$ cat config.mk
export PLATFORM = sky130hd
export DESIGN_NAME = pipe_stage_reg_flat
export DESIGN_NICKNAME = d
export VERILOG_FILES = /design/src/rtl/pipe_stage_reg_if.sv /design/src/rtl/pipe_stage_reg.sv /design/src/flat_wrapper.sv
export SDC_FILE = /design/constraint.sdc
export NUM_CORES = 1
export LEC_CHECK = 0
export CAP_MARGIN = 20
export CORE_MARGIN = 1.5
export CORE_UTILIZATION = 30
export CTS_CLUSTER_DIAMETER = 60
export DETAILED_ROUTE_END_ITERATION = 12
export HOLD_SLACK_MARGIN = 0.08
export PLACE_DENSITY_LB_ADDON = 0.08
export SKIP_LAST_GASP = 1
export SYNTH_ARGS = -nofsm -noshare
export SYNTH_HDL_FRONTEND = slang
export SYNTH_SLANG_ARGS = --single-unit
export TNS_END_PERCENT = 50
$ cat constraint.sdc
create_clock -name CLK -period 3.45 [get_ports CLK]
set_clock_uncertainty 0.05 [all_clocks]
set_input_delay 0.345 -clock CLK [delete_from_list [all_inputs] [get_ports CLK]]
set_output_delay 0.345 -clock CLK [all_outputs]
set_load 0.03 [all_outputs]
$ cat src/rtl/pipe_stage_reg_if.sv
// Valid/ready/data bundle for one side of a pipeline stage.
// The master drives valid and data. The slave drives ready.
interface pipe_stage_reg_if #(
    parameter int DATA_W = 96
);
    logic              valid;
    logic              ready;
    logic [DATA_W-1:0] data;

    modport master (output valid, output data, input ready);
    modport slave  (input valid, input data, output ready);
endinterface

$ cat src/rtl/pipe_stage_reg.sv
// Reusable pipeline stage register with a 2-entry skid buffer (main + skid).
// It supports flush-to-bubble and a saturating count of squashed entries.
module pipe_stage_reg #(
    parameter int              DATA_W        = 96,
    parameter logic [DATA_W-1:0] BUBBLE      = '0,
    parameter bit              FLUSH_KEEP_IN = 1'b0,
    parameter int              CNT_W         = 16
) (
    input  logic                 CLK,
    input  logic                 nRST,
    pipe_stage_reg_if.slave      in_if,
    pipe_stage_reg_if.master     out_if,
    input  logic                 flush,
    output logic [1:0]           occupancy,
    output logic [CNT_W-1:0]     squash_cnt
);

    // State is {main valid, skid valid}. {0,1} is unreachable.
    localparam logic [1:0] ST_EMPTY = 2'b00;
    localparam logic [1:0] ST_ONE   = 2'b10;
    localparam logic [1:0] ST_FULL  = 2'b11;

    localparam logic [CNT_W+1:0] CNT_MAX = (CNT_W+2)'({CNT_W{1'b1}});

    logic              mainValid_q, mainValid_d;
    logic              skidValid_q, skidValid_d;
    logic [DATA_W-1:0] mainData_q,  mainData_d;
    logic [DATA_W-1:0] skidData_q,  skidData_d;
    logic [1:0]        occupancy_q, occupancy_d;
    logic [CNT_W-1:0]  squashCnt_q, squashCnt_d;

    logic              acc;
    logic              take;
    logic [1:0]        dropped;
    logic [CNT_W+1:0]  cntSum;
    logic [1:0]        state;

    assign state = {mainValid_q, skidValid_q};
    assign acc   = in_if.valid & ~skidValid_q;
    assign take  = mainValid_q & out_if.ready;

    // in_ready comes straight from the skid flop, so downstream stalls never
    // reach upstream through combinational logic.
    always_comb begin
        mainValid_d = mainValid_q;
        skidValid_d = skidValid_q;
        mainData_d  = mainData_q;
        skidData_d  = skidData_q;
        dropped     = 2'd0;

        if (flush) begin
            mainValid_d = 1'b0;
            skidValid_d = 1'b0;
            mainData_d  = BUBBLE;
            skidData_d  = BUBBLE;
            dropped     = 2'(mainValid_q & ~take) + 2'(skidValid_q)
                        + 2'(acc & ~FLUSH_KEEP_IN);
            if (FLUSH_KEEP_IN && acc) begin
                mainValid_d = 1'b1;
                mainData_d  = in_if.data;
            end
        end else begin
            case (state)
                ST_EMPTY: begin
                    if (acc) begin
                        mainValid_d = 1'b1;
                        mainData_d  = in_if.data;
                    end
                end
                ST_ONE: begin
                    if (take && acc) begin
                        mainData_d = in_if.data;
                    end else if (take) begin
                        mainValid_d = 1'b0;
                        mainData_d  = BUBBLE;
                    end else if (acc) begin
                        skidValid_d = 1'b1;
                        skidData_d  = in_if.data;
                    end
                end
                ST_FULL: begin
                    if (take) begin
                        mainData_d  = skidData_q;
                        skidValid_d = 1'b0;
                        skidData_d  = BUBBLE;
                    end
                end
                default: begin
                    mainValid_d = 1'b0;
                    skidValid_d = 1'b0;
                    mainData_d  = BUBBLE;
                    skidData_d  = BUBBLE;
                end
            endcase
        end
    end

    always_comb begin
        cntSum = (CNT_W+2)'(squashCnt_q) + (CNT_W+2)'(dropped);
        if (cntSum > CNT_MAX) begin
            squashCnt_d = {CNT_W{1'b1}};
        end else begin
            squashCnt_d = cntSum[CNT_W-1:0];
        end
        occupancy_d = 2'(mainValid_d) + 2'(skidValid_d);
    end

    always_ff @(posedge CLK or negedge nRST) begin
        if (!nRST) begin
            mainValid_q <= 1'b0;
            skidValid_q <= 1'b0;
            mainData_q  <= BUBBLE;
            skidData_q  <= BUBBLE;
            occupancy_q <= 2'd0;
            squashCnt_q <= '0;
        end else begin
            mainValid_q <= mainValid_d;
            skidValid_q <= skidValid_d;
            mainData_q  <= mainData_d;
            skidData_q  <= skidData_d;
            occupancy_q <= occupancy_d;
            squashCnt_q <= squashCnt_d;
        end
    end

    assign in_if.ready  = ~skidValid_q;
    assign out_if.valid = mainValid_q;
    assign out_if.data  = mainData_q;
    assign occupancy    = occupancy_q;
    assign squash_cnt   = squashCnt_q;

    // The skid entry is always younger than main and never exists alone.
    assert property (@(posedge CLK) disable iff (!nRST) skidValid_q |-> mainValid_q);
    assert property (@(posedge CLK) disable iff (!nRST) !mainValid_q |-> (mainData_q == BUBBLE));

endmodule

$ cat src/flat_wrapper.sv
// flat-port wrapper written by rule: the top's interface ports become plain ports
module pipe_stage_reg_flat 
#(
    parameter int              DATA_W        = 96,
    parameter logic [DATA_W-1:0] BUBBLE      = '0,
    parameter bit              FLUSH_KEEP_IN = 1'b0,
    parameter int              CNT_W         = 16
)
  (CLK, nRST, flush, occupancy, squash_cnt, in_if_valid, in_if_data, in_if_ready, out_if_valid, out_if_data, out_if_ready);
  pipe_stage_reg_if #(.DATA_W(DATA_W)) in_if_i ();
  pipe_stage_reg_if #(.DATA_W(DATA_W)) out_if_i ();
  input  logic CLK;
  input  logic nRST;
  input  logic flush;
  output logic [1:0] occupancy;
  output logic [CNT_W-1:0] squash_cnt;
  input wire logic [$bits(in_if_i.valid)-1:0] in_if_valid;
  input wire logic [$bits(in_if_i.data)-1:0] in_if_data;
  output wire logic [$bits(in_if_i.ready)-1:0] in_if_ready;
  output wire logic [$bits(out_if_i.valid)-1:0] out_if_valid;
  output wire logic [$bits(out_if_i.data)-1:0] out_if_data;
  input wire logic [$bits(out_if_i.ready)-1:0] out_if_ready;
  assign in_if_i.valid = in_if_valid;
  assign in_if_i.data = in_if_data;
  assign in_if_ready = in_if_i.ready;
  assign out_if_valid = out_if_i.valid;
  assign out_if_data = out_if_i.data;
  assign out_if_i.ready = out_if_ready;
  pipe_stage_reg #(.DATA_W(DATA_W), .BUBBLE(BUBBLE), .FLUSH_KEEP_IN(FLUSH_KEEP_IN), .CNT_W(CNT_W)) u_core (.CLK(CLK), .nRST(nRST), .in_if(in_if_i), .out_if(out_if_i), .flush(flush), .occupancy(occupancy), .squash_cnt(squash_cnt));
endmodule
==> results of run 1 <==
final timing paths:
check | from | endpoint | slack (ns)
min in group CLK | in_if_data[57] | u_core.skidData_q[57]$_DFFE_PN0P_ | 0.36
max in group asynchronous | nRST | u_core.skidData_q[59]$_DFFE_PN0P_ | 1.98
min reg2reg | u_core.out_if.data[1]$_DFFE_PN0P_ | u_core.out_if.data[1]$_DFFE_PN0P_ | 0.42
min | nRST | u_core.out_if.data[83]$_DFFE_PN0P_ | 0.36
max | u_core.skidValid_q$_DFF_PN0_ | u_core.squash_cnt[5]$_DFF_PN0_ | 0.54
max reg2reg | u_core.skidValid_q$_DFF_PN0_ | u_core.squash_cnt[5]$_DFF_PN0_ | 0.54
cell families (layout without fill, tap and decap cells):
family	after synthesis	count (layout)	synth area share, %
buf+inv	80	288	4.25
xor+xnor	9	9	0.877
simple gates	339	339	15.1
fa+ha+maj	5	5	0.863
compound gates	300	300	19.7
mux	2	2	0.223
flops	212	212	59.0
power by group through the flow:
| stage | clock network, mW | registers (mW) | logic, mW |
|---|---|---|---|
| after global placement | 0 | 2.85 | 1.18 |
| after global routing | 3.00 | 2.83 | 1.27 |
| after floorplan | 0 | 3.08 | 0.354 |
| after CTS | 2.90 | 2.81 | 1.19 |
| after detailed placement | 0 | 2.85 | 1.19 |
| final | 2.79 | 2.81 | 1.17 |
state kept, by name (all words and copies together), names as in the netlist:
| signal | cells |
|---|---|
| u_core.out_if.valid | 1 |
| u_core.out_if.data | 96 |
| u_core.occupancy | 2 |
| u_core.skidValid_q | 1 |
| u_core.skidData_q | 96 |
| u_core.squash_cnt | 16 |
cells in the final DEF (no fill, tap or decap), drive strengths merged, types with 5 or more instances in the layout:
| cell type | count |
|---|---|
| a22oi | 96 |
| dfrtp | 212 |
| nand2 | 302 |
| o21ai | 194 |
| and3 | 6 |
| a21oi | 5 |
| clkdlybuf4s50 | 215 |
| xnor2 | 5 |
| buf | 18 |
| inv | 6 |
| nor2 | 8 |
| clkbuf | 40 |
| nand4 | 5 |
cell type report:
type                       instances  area share, %
multi-input combinational        655           26.8
timing repair buffer             234           19.2
clock inverter                     9          0.836
inverter                           5          0.151
sequential                       212           42.7
tap                              390           3.93
clock buffer                      40           6.33
worst max-delay path, stage by stage, from the launching register on:
cell	delay [ns]
dfrtp_1	0.62
nor2b_1	0.15
fa_1	0.48
and2_1	0.16
ha_1	0.20
fa_1	0.46
and3_1	0.26
nand4_1	0.12
buf_4	0.19
o21ai_0	0.10
layer usage:
layer | GRT usage [%] | wire length, µm
met1 | 24.8 | 12400
met2 | 24.7 | 11100
met3 | 4.09 | 1970
met4 | 3.56 | 352
met5 | 0 | 0
through the flow:
step,hold WS (ns),total power [mW],area (µm²)
3_5_place_dp,0.358,4.04,11500
3_3_place_gp,0.365,4.04,11500
6_report,0.356,6.76,12400
2_1_floorplan,-0.000591,3.43,8990
5_1_grt,0.355,7.11,12400
4_1_cts,0.330,6.90,12400
==> results.cfg, run 1 <==
[run_status]
outcome = finished, final reports clean

[timing]
setup_ws_ns = 0.542
max_freq_mhz = 344
tns_ns = 0
max_slew_margin_pct = 54.4
finalCritPeriodShare_pct = 84.3
finalSetupViolCount = 0
final_max_slew_viol_count = 0
timing.final.hold_violations = 0
rsz0062_at_grt = false
finalCriticalPeriod_ns = 2.91
tightestPinTransition_ns = 0.684

[synthesis]
synth-async-reset-ratio_pct = 100
mappedNetlistArea_mm2 = 0.00899
syn_area_per_cell_um2 = 9.49
synth_cell_types = 36
synth_commonest_cells = nand2_1 (302), dfrtp_1 (212), o21ai_0 (154)
synth_ff_type = dfrtp_1
post-synth-top-area-cell = dfrtp_1
seq_area_frac_synth_pct = 59.0
synth_most_common_cell = nand2_1
synth_top_area_share_pct = 59.0
synth_edf_count = 0
yosys-top-cells-area = dfrtp_1 (59%), nand2_1 (13%), o21ai_0 (8.6%), a22oi_1 (8.0%), o21ai_1 (2.2%)
synth-seq-cells = 212
synthCells = 947
yosys_warnings = 0
synthesis.nets = 1053

[placement]
place_ws_ns = 0.225
port_buffers = 216
gp_congestion = 0.716
place_hpwl_um = 15300
place_inst = 1495

[power_and_ir_drop]
p_clk_share_pct = 41.2
seqPwrFrac_pct = 41.5
p_int_mw = 4.88
peakVddDrop_mv = 0.236
switchingPower_mw = 1.89
p_sw_share_pct = 27.9
p_per_area_mw_per_mm2 = 544
leakage_nw = 5.18
p_comb_share_pct = 17.3

[cells_and_area]
fillers = 2919
areaGrowthSynthToFinish_pct = 38.3
fin_util_pct = 42.0
num-nets-final = 1242
drive_gt1_share_pct = 5.63
diodes = 0
multi_input_area_mm2 = 0.00333
finalNonFillerCells = 1545
ff_latch_area_mm2 = 0.00531

[detailed_routing]
drt_iter0_drc = 512
drc_errors = 0
wl_um = 25800
via_per_inst = 4.70
wl_per_cell_um = 16.7
ant_nets = 0
drt_first_pass_iters = 5
vias = 7268

[cts]
cts_root_buffer = clkbuf_16
clockBufferDepth = 3
clk-insertion-delay-late_ns = 0.52
numClockSinks = 212
cts_setup_buffers = 0
htree_levels = 1
cts_buffers = 28
cts_tree = done
clk_pin_slew_ns = 0.05
post_cts_resized = 0
cts_hold_buf = 1

[run]
cap_violations = 0

[global_routing]
grt_pass1_vias = 7210
gr-total-overflow = 0
grtUsageTotal_pct = 16.8
grt_max_degree = 105
grt_pass1_wl_um = 41400
antenna_found_initial = 0

[die]
die-area_mm2 = 0.0310
ios = 217
die_w_um = 176
die_h_um = 176
core_mm2 = 0.0296
placementRows = 63
initial_utilization_pct = 30.4

[critical_path]
reg2regPathDepth = 9
crit_type = flip-flop to flip-flop
end_kind = flip-flop
required_ns = 3.80
crit_fanout = 13
cp.arrival_ns = 3.26
cp-start-kind = flip-flop

[worst_hold_path]
min_path_type = input port to async pin
No activity file was read; power rests on OpenSTA's default activity.
==> inputs of run 2 (changes only) <==
==> constraint.sdc (replaced) <==
create_clock -name CLK -period 2.4 [get_ports CLK]
set_clock_uncertainty 0.05 [all_clocks]
set_input_delay 0.24 -clock CLK [delete_from_list [all_inputs] [get_ports CLK]]
set_output_delay 0.24 -clock CLK [all_outputs]
set_load 0.03 [all_outputs]
==> results.cfg, run 2 (synthesized netlist as in run 1, its figures left out) <==
[die]
placementRows = 63
die_h_um = 176
core_mm2 = 0.0296
initial_utilization_pct = 30.4
die_w_um = 176
die-area_mm2 = 0.0310
ios = 217

[cells_and_area]
diodes = 0
final_common_cell = nand2_1
most-common-layout-cells = nand2_1 (302), clkdlybuf4s50_1 (215), dfrtp_1 (211), o21ai_0 (152), a22oi_1 (96)
num-nets-final = 1255
multi_input_area_mm2 = 0.00337
areaGrowthSynthToFinish_pct = 40.8
fillers = 2867
ff_latch_area_mm2 = 0.00531
fin_util_pct = 42.8
drive_gt1_share_pct = 7.54

[placement]
port_buffers = 216
gp_congestion = 0.753
place_hpwl_um = 16000

[power_and_ir_drop]
leakage_nw = 5.28
p_per_area_mw_per_mm2 = 772
peakVddDrop_mv = 0.378

[worst_hold_path]
min_path_type = input port to async pin

[critical_path]
cp_cell_sequence = nor2b_4 > fa_1 > and2_1 > ha_2 > fa_2 > and3_4 > nand4_1 > buf_4 > nand2b_1
required_ns = 2.75
crit_slowest_cell = dfrtp_1
cp.depth = 9
worst-path-buf-inv = 1
r2r-end = u_core.squash_cnt[1]$_DFF_PN0_
crit_start = u_core.skidValid_q$_DFF_PN0_
ff2ff_setup_slack_ns = 0.06
cp-start-kind = flip-flop
reg2reg_from = u_core.skidValid_q$_DFF_PN0_
reg2regPathDepth = 9
crit_type = flip-flop to flip-flop
setup.worst_path.end = u_core.squash_cnt[1]$_DFF_PN0_
end_kind = flip-flop
cp_slowest_stage_delay_ns = 0.43
crit_fanout = 5
crit_family = adder cells
cp.arrival_ns = 2.68

[global_routing]
grt_pass1_wl_um = 42200
grt_pass1_vias = 7401
gr-total-overflow = 0
grtUsageTotal_pct = 17.1
antenna_found_initial = 0
grt_max_degree = 127

[timing]
timing.final.hold_violations = 0
tightestPinTransition_ns = 0.549
max_slew_margin_pct = 63.4
worst_hold_slack_ns = 0.212
tns_ns = 0
max_freq_mhz = 428
finalSetupViolCount = 0
finalCriticalPeriod_ns = 2.34
rsz0062_at_grt = true
finalCritPeriodShare_pct = 97.3
final_max_slew_viol_count = 0

[detailed_routing]
drt_first_pass_iters = 5
ant_nets = 0
wl_met1_um = 12600
wl_um = 26300
highest_layer = met4
via_per_inst = 4.74
met2_length_um = 11800
drt_iter0_drc = 507
vias = 7385
wl_per_cell_um = 16.9
wl_met3_um = 1590
drc_errors = 0

[cts]
numClockSinks = 212
cts_root_buffer = clkbuf_16
cts_buffers = 26
cts_tree = done
htree_levels = 1
clockBufferDepth = 3
clk-insertion-delay-late_ns = 0.51
clk_pin_slew_ns = 0.06

[run]
cap_violations = 0

[run_status]
outcome = finished, final reports clean
[run 2: cell count changes in the layout (fill, tap and decap cells not counted), moves of 2 or more]
cell | before | now
clkbuf_16 | 29 | 27
clkbuf_8 | 2 | 5
buf_4 | 10 | 18
clkinv_2 | 4 | 2
o21ai_0 | 154 | 152
buf_12 | 7 | 13
[run 2: timing repair]
action	in CTS	in global routing
setup endpoints to repair	9	16
endpoints found under the hold margin	131	0
buffers inserted	0	2
resized for setup	0	7
hold buffers	1	0
pin swaps	0	3
[run 2: worst reg2reg max path: stages, from the launching register on]
cell	delay, ns
dfrtp_1	0.43
nor2b_4	0.15
fa_1	0.39
and2_1	0.15
ha_2	0.18
fa_2	0.35
and3_4	0.18
nand4_1	0.14
buf_4	0.15
nand2b_1	0.06
[run 2: power by group]
part / internal [mW] / switching, mW
registers: 3.84 / 0.207
clock network: 2.53 / 1.47
logic: 0.735 / 0.998
[run 2: through the flow]
stage | setup WS, ns | area, µm² | total power [mW] | cells
finish | 0.0645 | 12700 | 9.77 | 1557
global route | -0.0432 | 12700 | 10.3 | 1557
CTS | -0.0116 | 12600 | 9.95 | 1555
detailed placement | -0.368 | 11700 | 5.86 | 1508
global placement | -0.354 | 11700 | 5.85 | 1508
floorplan | -0.161 | 9020 | 4.94 | 947
[run 2: metal layers]
layer | vias up | global-route usage, %
li1 | 3642 | -
met5 | - | 0
met1 | 3543 | 24.9
met2 | 178 | 26.5
met3 | 22 | 3.42
met4 | 0 | 3.42
[run 2: final cells by class]
type                       instances  share of cell area (%)
clock inverter                     6                   0.850
clock buffer                      40                    6.12
inverter                           5                   0.148
tap                              390                    3.86
sequential                       212                    41.9
timing repair buffer             249                    20.4
multi-input combinational        655                    26.7
[run 2: how the worst min path moves through the flow]
stage / endpoint / depth (start not counted)
4_1_cts: u_core.out_if.data[81]$_DFFE_PN0P_ / 2
2_1_floorplan: u_core.occupancy[0]$_DFF_PN0_ / 0
3_5_place_dp: u_core.out_if.data[81]$_DFFE_PN0P_ / 1
3_3_place_gp: u_core.out_if.data[81]$_DFFE_PN0P_ / 1
5_1_grt: u_core.out_if.data[81]$_DFFE_PN0P_ / 2
6_report: u_core.out_if.data[81]$_DFFE_PN0P_ / 2
==> inputs of run 3 (changes only) <==
--- a/config.mk
+++ b/config.mk
@@ -11,7 +11,6 @@
 export CTS_CLUSTER_DIAMETER = 60
 export DETAILED_ROUTE_END_ITERATION = 12
 export HOLD_SLACK_MARGIN = 0.08
-export PLACE_DENSITY_LB_ADDON = 0.08
 export SKIP_LAST_GASP = 1
 export SYNTH_ARGS = -nofsm -noshare
 export SYNTH_HDL_FRONTEND = slang
==> results.cfg, run 3 (synthesized netlist as in run 1, its figures left out) <==
[run_status]
outcome = finished, final reports clean

[critical_path]
r2r-end = u_core.squash_cnt[12]$_DFF_PN0_
crit_family = adder cells
cp_cell_sequence = nor2b_4 > fa_1 > and2_1 > ha_2 > fa_2 > and3_4 > buf_4 > nand2_1 > mux2i_1
end_kind = flip-flop
cp-start-kind = flip-flop
crit_type = flip-flop to flip-flop
ff2ff_setup_slack_ns = 0.06
worst-path-buf-inv = 1
cp_slowest_stage_delay_ns = 0.44
required_ns = 2.80
crit_fanout = 5
crit_slowest_cell = dfrtp_2
reg2regPathDepth = 9
reg2reg_from = u_core.skidValid_q$_DFF_PN0_
cp.arrival_ns = 2.74
crit_start = u_core.skidValid_q$_DFF_PN0_

[cells_and_area]
num-nets-final = 1262
fillers = 2853
final_common_cell = nand2_1
areaGrowthSynthToFinish_pct = 42.0
fin_area_mm2 = 0.0128
most-common-layout-cells = nand2_1 (302), clkdlybuf4s50_1 (214), dfrtp_1 (210), o21ai_0 (153), a22oi_1 (96)
fin_util_pct = 43.2
drive_gt1_share_pct = 8.58

[detailed_routing]
drt_first_pass_iters = 5
drt_iter0_drc = 500
wl_per_cell_um = 16.3
vias = 7551
wl_um = 25600
ant_nets = 0
drc_errors = 0
via_per_inst = 4.82

[power_and_ir_drop]
peakVddDrop_mv = 0.653
leakage_nw = 5.35
p_per_area_mw_per_mm2 = 786
power_mw = 10.0

[die]
die-area_mm2 = 0.0310
ios = 217
die_w_um = 176
die_h_um = 176
core_mm2 = 0.0296
initial_utilization_pct = 30.4
placementRows = 63

[timing]
tightestPinTransition_ns = 0.578
final_max_slew_viol_count = 0
finalCritPeriodShare_pct = 97.6
finalSetupViolCount = 0
timing.final.hold_violations = 0
rsz0062_at_grt = true
finalCriticalPeriod_ns = 2.34
max_freq_mhz = 427
tns_ns = 0
max_slew_margin_pct = 61.5

[cts]
clockBufferDepth = 3
numClockSinks = 212
clk-insertion-delay-late_ns = 0.54
cts_root_buffer = clkbuf_16
cts_buffers = 27
cts_tree = done
clk_pin_slew_ns = 0.06
htree_levels = 1

[global_routing]
grtUsageTotal_pct = 16.5
antenna_found_initial = 0
grt_pass1_wl_um = 41200
grt_pass1_vias = 7543
grt_max_degree = 97
gr-total-overflow = 0

[placement]
gp_congestion = 0.794
place_hpwl_um = 16000
port_buffers = 216
dpl_cell_area_mm2 = 0.0118

[worst_hold_path]
min_path_type = input port to async pin

[run]
cap_violations = 0
## run 3: final cells by class
cell class	instances	area (µm²)	area share (%)
clock buffer	30	687	5.38
sequential	212	5310	41.6
clock inverter	20	253	1.98
tap	390	488	3.82
multi-input combinational	655	3360	26.3
inverter	5	18.8	0.147
antenna	1	2.50	0.0196
timing repair buffer	255	2640	20.7
## run 3: worst reg2reg max path: cells and delay by family, from the launching register on
family,cells,cell delay [ns]
adder cells (fa/ha/maj),3,0.93
AND/OR/NAND/NOR,4,0.54
flip-flops,1,0.44
multiplexers,1,0.18
buffers and inverters,1,0.13
## run 3: worst max path at each step
stage | end | slack (ns) | depth (start not counted)
global placement | u_core.squash_cnt[5]$_DFF_PN0_ | -0.36 | 11
floorplan | u_core.squash_cnt[13]$_DFF_PN0_ | -0.16 | 11
CTS | u_core.squash_cnt[5]$_DFF_PN0_ | 0.005 | 9
finish | u_core.squash_cnt[12]$_DFF_PN0_ | 0.06 | 9
global route | u_core.squash_cnt[5]$_DFF_PN0_ | -0.04 | 9
detailed placement | u_core.squash_cnt[5]$_DFF_PN0_ | -0.39 | 11
## run 3: report_power, final
group / switching, mW / total (mW) / internal [mW]
Combinational: 0.996 / 1.74 / 0.742
Sequential: 0.192 / 4.03 / 3.84
Clock: 1.63 / 4.26 / 2.62
## run 3: through the flow
stage          std cells  hold WS, ns  setup WS [ns]
2_1_floorplan        947       -0.106         -0.161
5_1_grt             1567        0.227        -0.0411
4_1_cts             1565        0.204        0.00479
3_3_place_gp        1513        0.203         -0.357
3_5_place_dp        1513        0.202         -0.391
6_report            1568        0.202         0.0571
## run 3: repair_timing
| item | in CTS | in global routing |
|---|---|---|
| setup endpoints to repair | 11 | 16 |
| gates resized for setup | 2 | 2 |
| endpoints found under the hold margin | 89 | 0 |
| pin swaps | 0 | 2 |
| hold buffers | 1 | 0 |
| buffers inserted | 1 | 2 |
## run 3: per-layer routing
layer	track usage [%]	wire length [µm]
met3	4.09	1740
met1	22.6	11600
met2	26.3	11800
met4	3.74	508
met5	0	0
